[config.mk]
export PLATFORM = sky130hd
export DESIGN_NAME = alu_step_sequencer
export DESIGN_NICKNAME = d
export VERILOG_FILES = /design/src/rtl/alu_step_sequencer.sv
export SDC_FILE = /design/constraint.sdc
export NUM_CORES = 1
export LEC_CHECK = 0
export BUFFER_PORTS_ARGS = -buffer_cell sky130_fd_sc_hd__buf_2
export CORE_MARGIN = 3
export CORE_UTILIZATION = 40
export DETAILED_ROUTE_END_ITERATION = 8
export GPL_TIMING_DRIVEN = 1
export PLACE_DENSITY = 0.66
export SLEW_MARGIN = 20
export SYNTH_ARGS = -nofsm -noshare
export SYNTH_HDL_FRONTEND = slang
export SYNTH_SLANG_ARGS = --single-unit
[constraint.sdc]
create_clock -name clk -period 2.3 [get_ports clk]
set_input_delay 0.345 -clock clk [delete_from_list [all_inputs] [get_ports clk]]
set_output_delay 0.345 -clock clk [all_outputs]
set_load 0.01 [all_outputs]
[src/rtl/alu_step_sequencer.sv]
// Control-step sequencer for register-register ALU instructions: drives the
// T3..T6 bus strobes for narrow (Ra) and wide (HI/LO) results.
module alu_step_sequencer #(
  parameter int unsigned NUM_REGS  = 16,
  parameter int unsigned SEL_W     = $clog2(NUM_REGS),
  parameter int unsigned ALU_SEL_W = 5,
  parameter int unsigned ALU_LAT   = 1,
  parameter int unsigned WIDE_LAT  = 4,
  parameter int unsigned CNT_W     = 8
) (
  input  logic                 clk,
  input  logic                 clr,
  input  logic                 start,
  input  logic [ALU_SEL_W-1:0] op,
  input  logic                 wide,
  input  logic [SEL_W-1:0]     ra,
  input  logic [SEL_W-1:0]     rb,
  input  logic [SEL_W-1:0]     rc,
  output logic [NUM_REGS-1:0]  Rout,
  output logic [NUM_REGS-1:0]  Rin,
  output logic                 Yin,
  output logic                 Zin,
  output logic                 ZLOout,
  output logic                 ZHIout,
  output logic                 LOin,
  output logic                 HIin,
  output logic [ALU_SEL_W-1:0] alu_sel,
  output logic                 busy,
  output logic                 done,
  output logic                 err
);

  typedef enum logic [2:0] {
    S_IDLE, S_ERR, S_T3, S_T4, S_T5, S_T6, S_DONE
  } state_e;

  localparam logic [CNT_W-1:0] ALU_CNT  = CNT_W'(ALU_LAT - 1);
  localparam logic [CNT_W-1:0] WIDE_CNT = CNT_W'(WIDE_LAT - 1);

  state_e               state_q, state_d;
  logic [ALU_SEL_W-1:0] op_q, op_d;
  logic                 wide_q, wide_d;
  logic [SEL_W-1:0]     ra_q, ra_d, rb_q, rb_d, rc_q, rc_d;
  logic [CNT_W-1:0]     cnt_q, cnt_d;
  logic                 idx_ok;

  // Widened compare so a power-of-two register count is not a constant test.
  assign idx_ok = (32'(ra) < NUM_REGS) && (32'(rb) < NUM_REGS) && (32'(rc) < NUM_REGS);

  always_ff @(posedge clk or posedge clr) begin
    if (clr) begin
      state_q <= S_IDLE;
      op_q    <= '0;
      wide_q  <= 1'b0;
      ra_q    <= '0;
      rb_q    <= '0;
      rc_q    <= '0;
      cnt_q   <= '0;
    end else begin
      state_q <= state_d;
      op_q    <= op_d;
      wide_q  <= wide_d;
      ra_q    <= ra_d;
      rb_q    <= rb_d;
      rc_q    <= rc_d;
      cnt_q   <= cnt_d;
    end
  end

  always_comb begin
    state_d = state_q;
    op_d    = op_q;
    wide_d  = wide_q;
    ra_d    = ra_q;
    rb_d    = rb_q;
    rc_d    = rc_q;
    cnt_d   = cnt_q;
    Rout    = '0;
    Rin     = '0;
    Yin     = 1'b0;
    Zin     = 1'b0;
    ZLOout  = 1'b0;
    ZHIout  = 1'b0;
    LOin    = 1'b0;
    HIin    = 1'b0;
    alu_sel = '0;
    busy    = 1'b1;
    done    = 1'b0;
    err     = 1'b0;
    case (state_q)
      S_IDLE: begin
        busy = 1'b0;
        if (start) begin
          if (idx_ok) begin
            op_d    = op;
            wide_d  = wide;
            ra_d    = ra;
            rb_d    = rb;
            rc_d    = rc;
            state_d = S_T3;
          end else begin
            state_d = S_ERR;
          end
        end
      end
      S_ERR: begin
        err     = 1'b1;
        state_d = S_IDLE;
      end
      S_T3: begin
        Rout    = NUM_REGS'(1) << rb_q;
        Yin     = 1'b1;
        cnt_d   = wide_q ? WIDE_CNT : ALU_CNT;
        state_d = S_T4;
      end
      S_T4: begin
        Rout    = NUM_REGS'(1) << rc_q;
        Zin     = 1'b1;
        alu_sel = op_q;
        if (cnt_q != '0) cnt_d = cnt_q - 1'b1;
        else             state_d = S_T5;
      end
      S_T5: begin
        ZLOout = 1'b1;
        if (wide_q) begin
          LOin    = 1'b1;
          state_d = S_T6;
        end else begin
          Rin     = NUM_REGS'(1) << ra_q;
          state_d = S_DONE;
        end
      end
      S_T6: begin
        ZHIout  = 1'b1;
        HIin    = 1'b1;
        state_d = S_DONE;
      end
      S_DONE: begin
        done    = 1'b1;
        state_d = S_IDLE;
      end
      default: begin
        busy    = 1'b0;
        state_d = S_IDLE;
      end
    endcase
  end

endmodule

Word level (Yosys, flattened, before mapping)
Cells that the tools add are included.
{"block": "classes", "n_reduce_logical": 7, "addsub": 1, "n_shift": 3, "n_eq_ne": 9, "mux": 20}
{"operator": "$shl A1 B4 Y16 const A", "n": 3}
{"operator": "$mux W16", "n": 2}
{"operator": "$pmux W16 S2", "n": 1}
{"operator": "$pmux W8 S2", "n": 1}
{"operator": "$pmux W3 S5", "n": 1}
{"operator": "$eq A3 B3 Y1 const B", "n": 3}
{"operator": "$mux W1", "n": 9}
{"operator": "$mux W8", "n": 1}
{"operator": "$reduce_bool A8 Y1", "n": 1}
{"operator": "$sub A8 B1 Y8 const B", "n": 1}
{"operator": "$eq A3 B2 Y1 const B", "n": 2}
{"operator": "$mux W3", "n": 2}
{"operator": "$ne A2 B2 Y1 const B", "n": 3}
{"operator": "$reduce_and A2 Y1", "n": 3}
{"operator": "$reduce_or A6 Y1", "n": 1}
{"operator": "$mux W5", "n": 1}
{"operator": "$mux W2", "n": 2}
{"operator": "$eq A3 B1 Y1 const B", "n": 1}
{"operator": "$logic_not A3 Y1", "n": 1}
{"operator": "$reduce_bool A2 Y1", "n": 1}
{"block": "word_totals", "inputBits": 21, "wordCells": 47, "reg_bits": 29, "output_inout_bits": 46}

Longest topological paths before layout
{"block": "depth", "word_depth": 3, "ltp_mapped": 7}

Least setup slack after synthesis
OpenSTA, ideal clock, no wires.
{"block": "synth_timing", "path_kind": "reg-to-output", "start": "reg state_q[1]", "end": "out Rin[0]", "path_slack_ps": 390, "arrival_ps": 1565, "t_required_ps": 1955, "stages_incl_launch_ff": 5, "path_cell_list": "dfrtp_1 > buf_6 > or4b_4 > or3_4 > nor3_2"}
{"block": "synth_via", "elab_chain_cells": 2}
{"element": "from (decl)", "line_no": "40", "source": "state_e state_q, state_d;"}
{"element": "from (signal assigned)", "line_no": "60", "source": "state_q <= state_d;"}
{"element": "$eq A3 B3 Y1", "line_no": "90", "source": "case (state_q)"}
{"element": "$mux W16", "line_no": "90"}
{"element": "to (decl)", "line_no": "20", "source": "output logic [NUM_REGS-1:0] Rin,"}
Every way passes these cells.

Final worst setup path
Same ends and word-level chain as after synthesis.

==> flow_metrics.py <==
metrics = {
    "status": {
        "status": "finished clean",
    },
    "cells_and_area": {
        "num-fill-cells": 456,
        "mostFrequentLayoutCells": "buf_2, nor2_1, dfrtp_1",
        "drive_gt1_share_pct": 36.5,
        "multiInputGateArea_mm2": 0.00114,
        "antenna_cells": 0,
        "instances_no_fill": 358,
        "finish.utilization_pct": 54.7,
        "register_area_um2": 728,
        "area_delta_synth_final_pct": 27.6,
        "final_common_cell": "buf_2",
        "nets": 316,
    },
    "setup_path": {
        "path_class": "flip-flop to output pin",
        "startpoint_type": "flip-flop",
        "rr_startpoint": "cnt_q[0]$_DFFE_PP0P_",
        "startpoint": "state_q[1]$_DFFE_PP0P_",
        "required_ps": 1960,
        "cp_max_fo": 5,
        "cp.arrival_ps": 1900,
        "endpoint_kind": "output pin",
    },
    "sta": {
        "setup_viol": 0,
        "tns_ps": 0,
        "worst_slew_margin_rel_pct": 67.6,
        "rsz0062_at_grt": "true",
        "worst_pin_slew_ps": 485,
        "fin_ws_ps": 59.1,
        "fin_worst_skew_ps": 3.16,
        "fmax_ghz": 0.446,
        "min_period_over_period_pct": 97.4,
        "slew_viol_final": 0,
        "finalHoldViolCount": 0,
        "finalCriticalPeriod_ps": 2240,
    },
    "logic_synthesis": {
        "yosysTopAreaCellShare_pct": 37.3,
        "ys.flop_type": "dfrtp_1",
        "synthCells": 221,
        "synth.distinct_cells": 39,
        "synth_largest_area_cell": "dfrtp_1",
        "synth_area_leaders": "dfrtp_1, mux2_2, nand3_1",
        "synth-edff-count": 0,
        "ys_ff_latch": 29,
        "yosys_warnings": 0,
        "netlist_area_mm2": 0.00194,
        "ys_async_sr_fraction_pct": 100,
        "ys_seq_area_share_pct": 37.3,
        "syn_nets": 245,
        "avgSynthCellArea_um2": 8.80,
    },
    "worst_hold_path": {
        "hold_class": "primary input to asynchronous set/reset pin",
    },
    "placed_design": {
        "dp_hpwl_um": 3660,
        "dpl_worst_slack_ps": 343,
        "placed_cells": 349,
        "place.gp.congestion": 0.930,
        "port_buffers": 66,
    },
    "power": {
        "peakVddDrop_mv": 0.715,
        "p_leak_uw": 0.00122,
        "power_density_mw_per_mm2": 1130,
        "power_uw": 2800,
    },
    "drt": {
        "drc": 0,
        "antenna_left": 0,
        "vias": 1886,
        "drt_wl_total_um": 4850,
        "drtIter0Drc": 74,
        "wire_per_inst_um": 13.5,
        "first_pass_iters": 4,
        "vias_per_cell": 5.27,
    },
    "global_routing": {
        "grt_pass1_wl_um": 7760,
        "grt-ovfl-total": 0,
        "grt_max_degree": 30,
        "antenna_found_initial": 0,
        "grt_pass1_vias": 1720,
        "track_usage_pct": 17.7,
    },
    "die": {
        "initial_core_util_pct": 42.9,
        "num_rows": 24,
        "die_area_mm2": 0.00573,
        "die_h_um": 75.7,
        "core-area_mm2": 0.00453,
        "fp.dieW_um": 75.7,
        "ios": 67,
    },
    "clocking": {
        "cts_buffers": 5,
        "path_clk_slew_ps": 60,
        "worstSkewPairLatency_ps": 270,
        "clockBufferDepth": 2,
        "cts_hold_buf": 0,
        "cts-root-buf": "clkbuf_8",
        "ctsHtreeMaxLevel": 2,
        "cts_tree": "done",
        "cts_sinks": 29,
    },
    "run": {
        "cap_viol_max_count": 0,
    },
}
-- synth_stat cells, types with 2 or more instances --
master	instances
a21boi_0	15
a21oi_1	4
and2_1	7
and3_1	3
buf_4	2
clkbuf_1	5
dfrtp_1	29
ha_1	3
inv_1	9
mux2_2	18
mux2i_1	4
nand2_1	12
nand2b_1	4
nand3_1	23
nand4_1	15
nor2_1	29
nor2b_1	8
nor3_1	7
o21ai_0	3
or3_1	2
-- worst max-delay path: stages, from the launching register on --
cell and delay (ps):
dfrtp_2 450, or4b_4 540, or3_4 380, nor3_4 110
buf_2 150
-- metal layers --
metal	routed length [um]	vias to the layer above	track usage (%)
li1	-	937	-
met1	2210	899	21.9
met2	2360	48	29.8
met3	252	2	4.75
met4	24	0	5.63
met5	0	-	0
-- cell families after synthesis --
logic type               share of synthesized area [%]
AO/OA/AOI/OAI                                     11.0
buffers and inverters                             4.50
flip-flops                                        37.3
multiplexers                                      12.5
adder cells (fa/ha/maj)                           1.93
AND/OR/NAND/NOR                                   32.8
-- worst paths after layout --
path	to	slack, ps	cells past startpoint
max	Rin[0]	60	4
min	op_q[3]$_DFFE_PP0P_	130	3
max reg2reg	cnt_q[1]$_DFFE_PP0P_	510	5
min reg2reg	op_q[2]$_DFFE_PP0P_	500	1
max in group asynchronous	state_q[2]$_DFFE_PP0P_	1870	3
min in group clk	op_q[4]$_DFFE_PP0P_	300	2
-- state kept, by name, indices dropped and copies added (netlist names) --
signal	count
op_q	5
state_q	3
wide_q	1
rb_q	4
rc_q	4
cnt_q	8
ra_q	4
-- area by class of cell --
class                           instances  share of cell area (%)
Clock buffer                            7                    3.88
Multi-Input combinational cell        173                    45.8
Clock inverter                          1                   0.202
Inverter                               10                    1.51
Sequential cell                        29                    29.3
Tap cell                               65                    3.28
Timing Repair Buffer                   73                    15.9
-- per-stage QoR --
stage,cell area [um^2],hold WS [ps]
2_1_floorplan,1940,423
6_report,2480,135
4_1_cts,2460,135
3_5_place_dp,2360,443
3_3_place_gp,2360,438
5_1_grt,2480,155
-- power breakdown --
group,switching (uW),internal (uW)
Combinational,702,598
Clock,193,270
Sequential,301,733
-- repair_timing --
action | CTS | global route
gates resized for setup | 0 | 3
buffers inserted | 0 | 1
endpoints found under the setup margin | 0 | 12
Power figures use the tool's default switching activity.
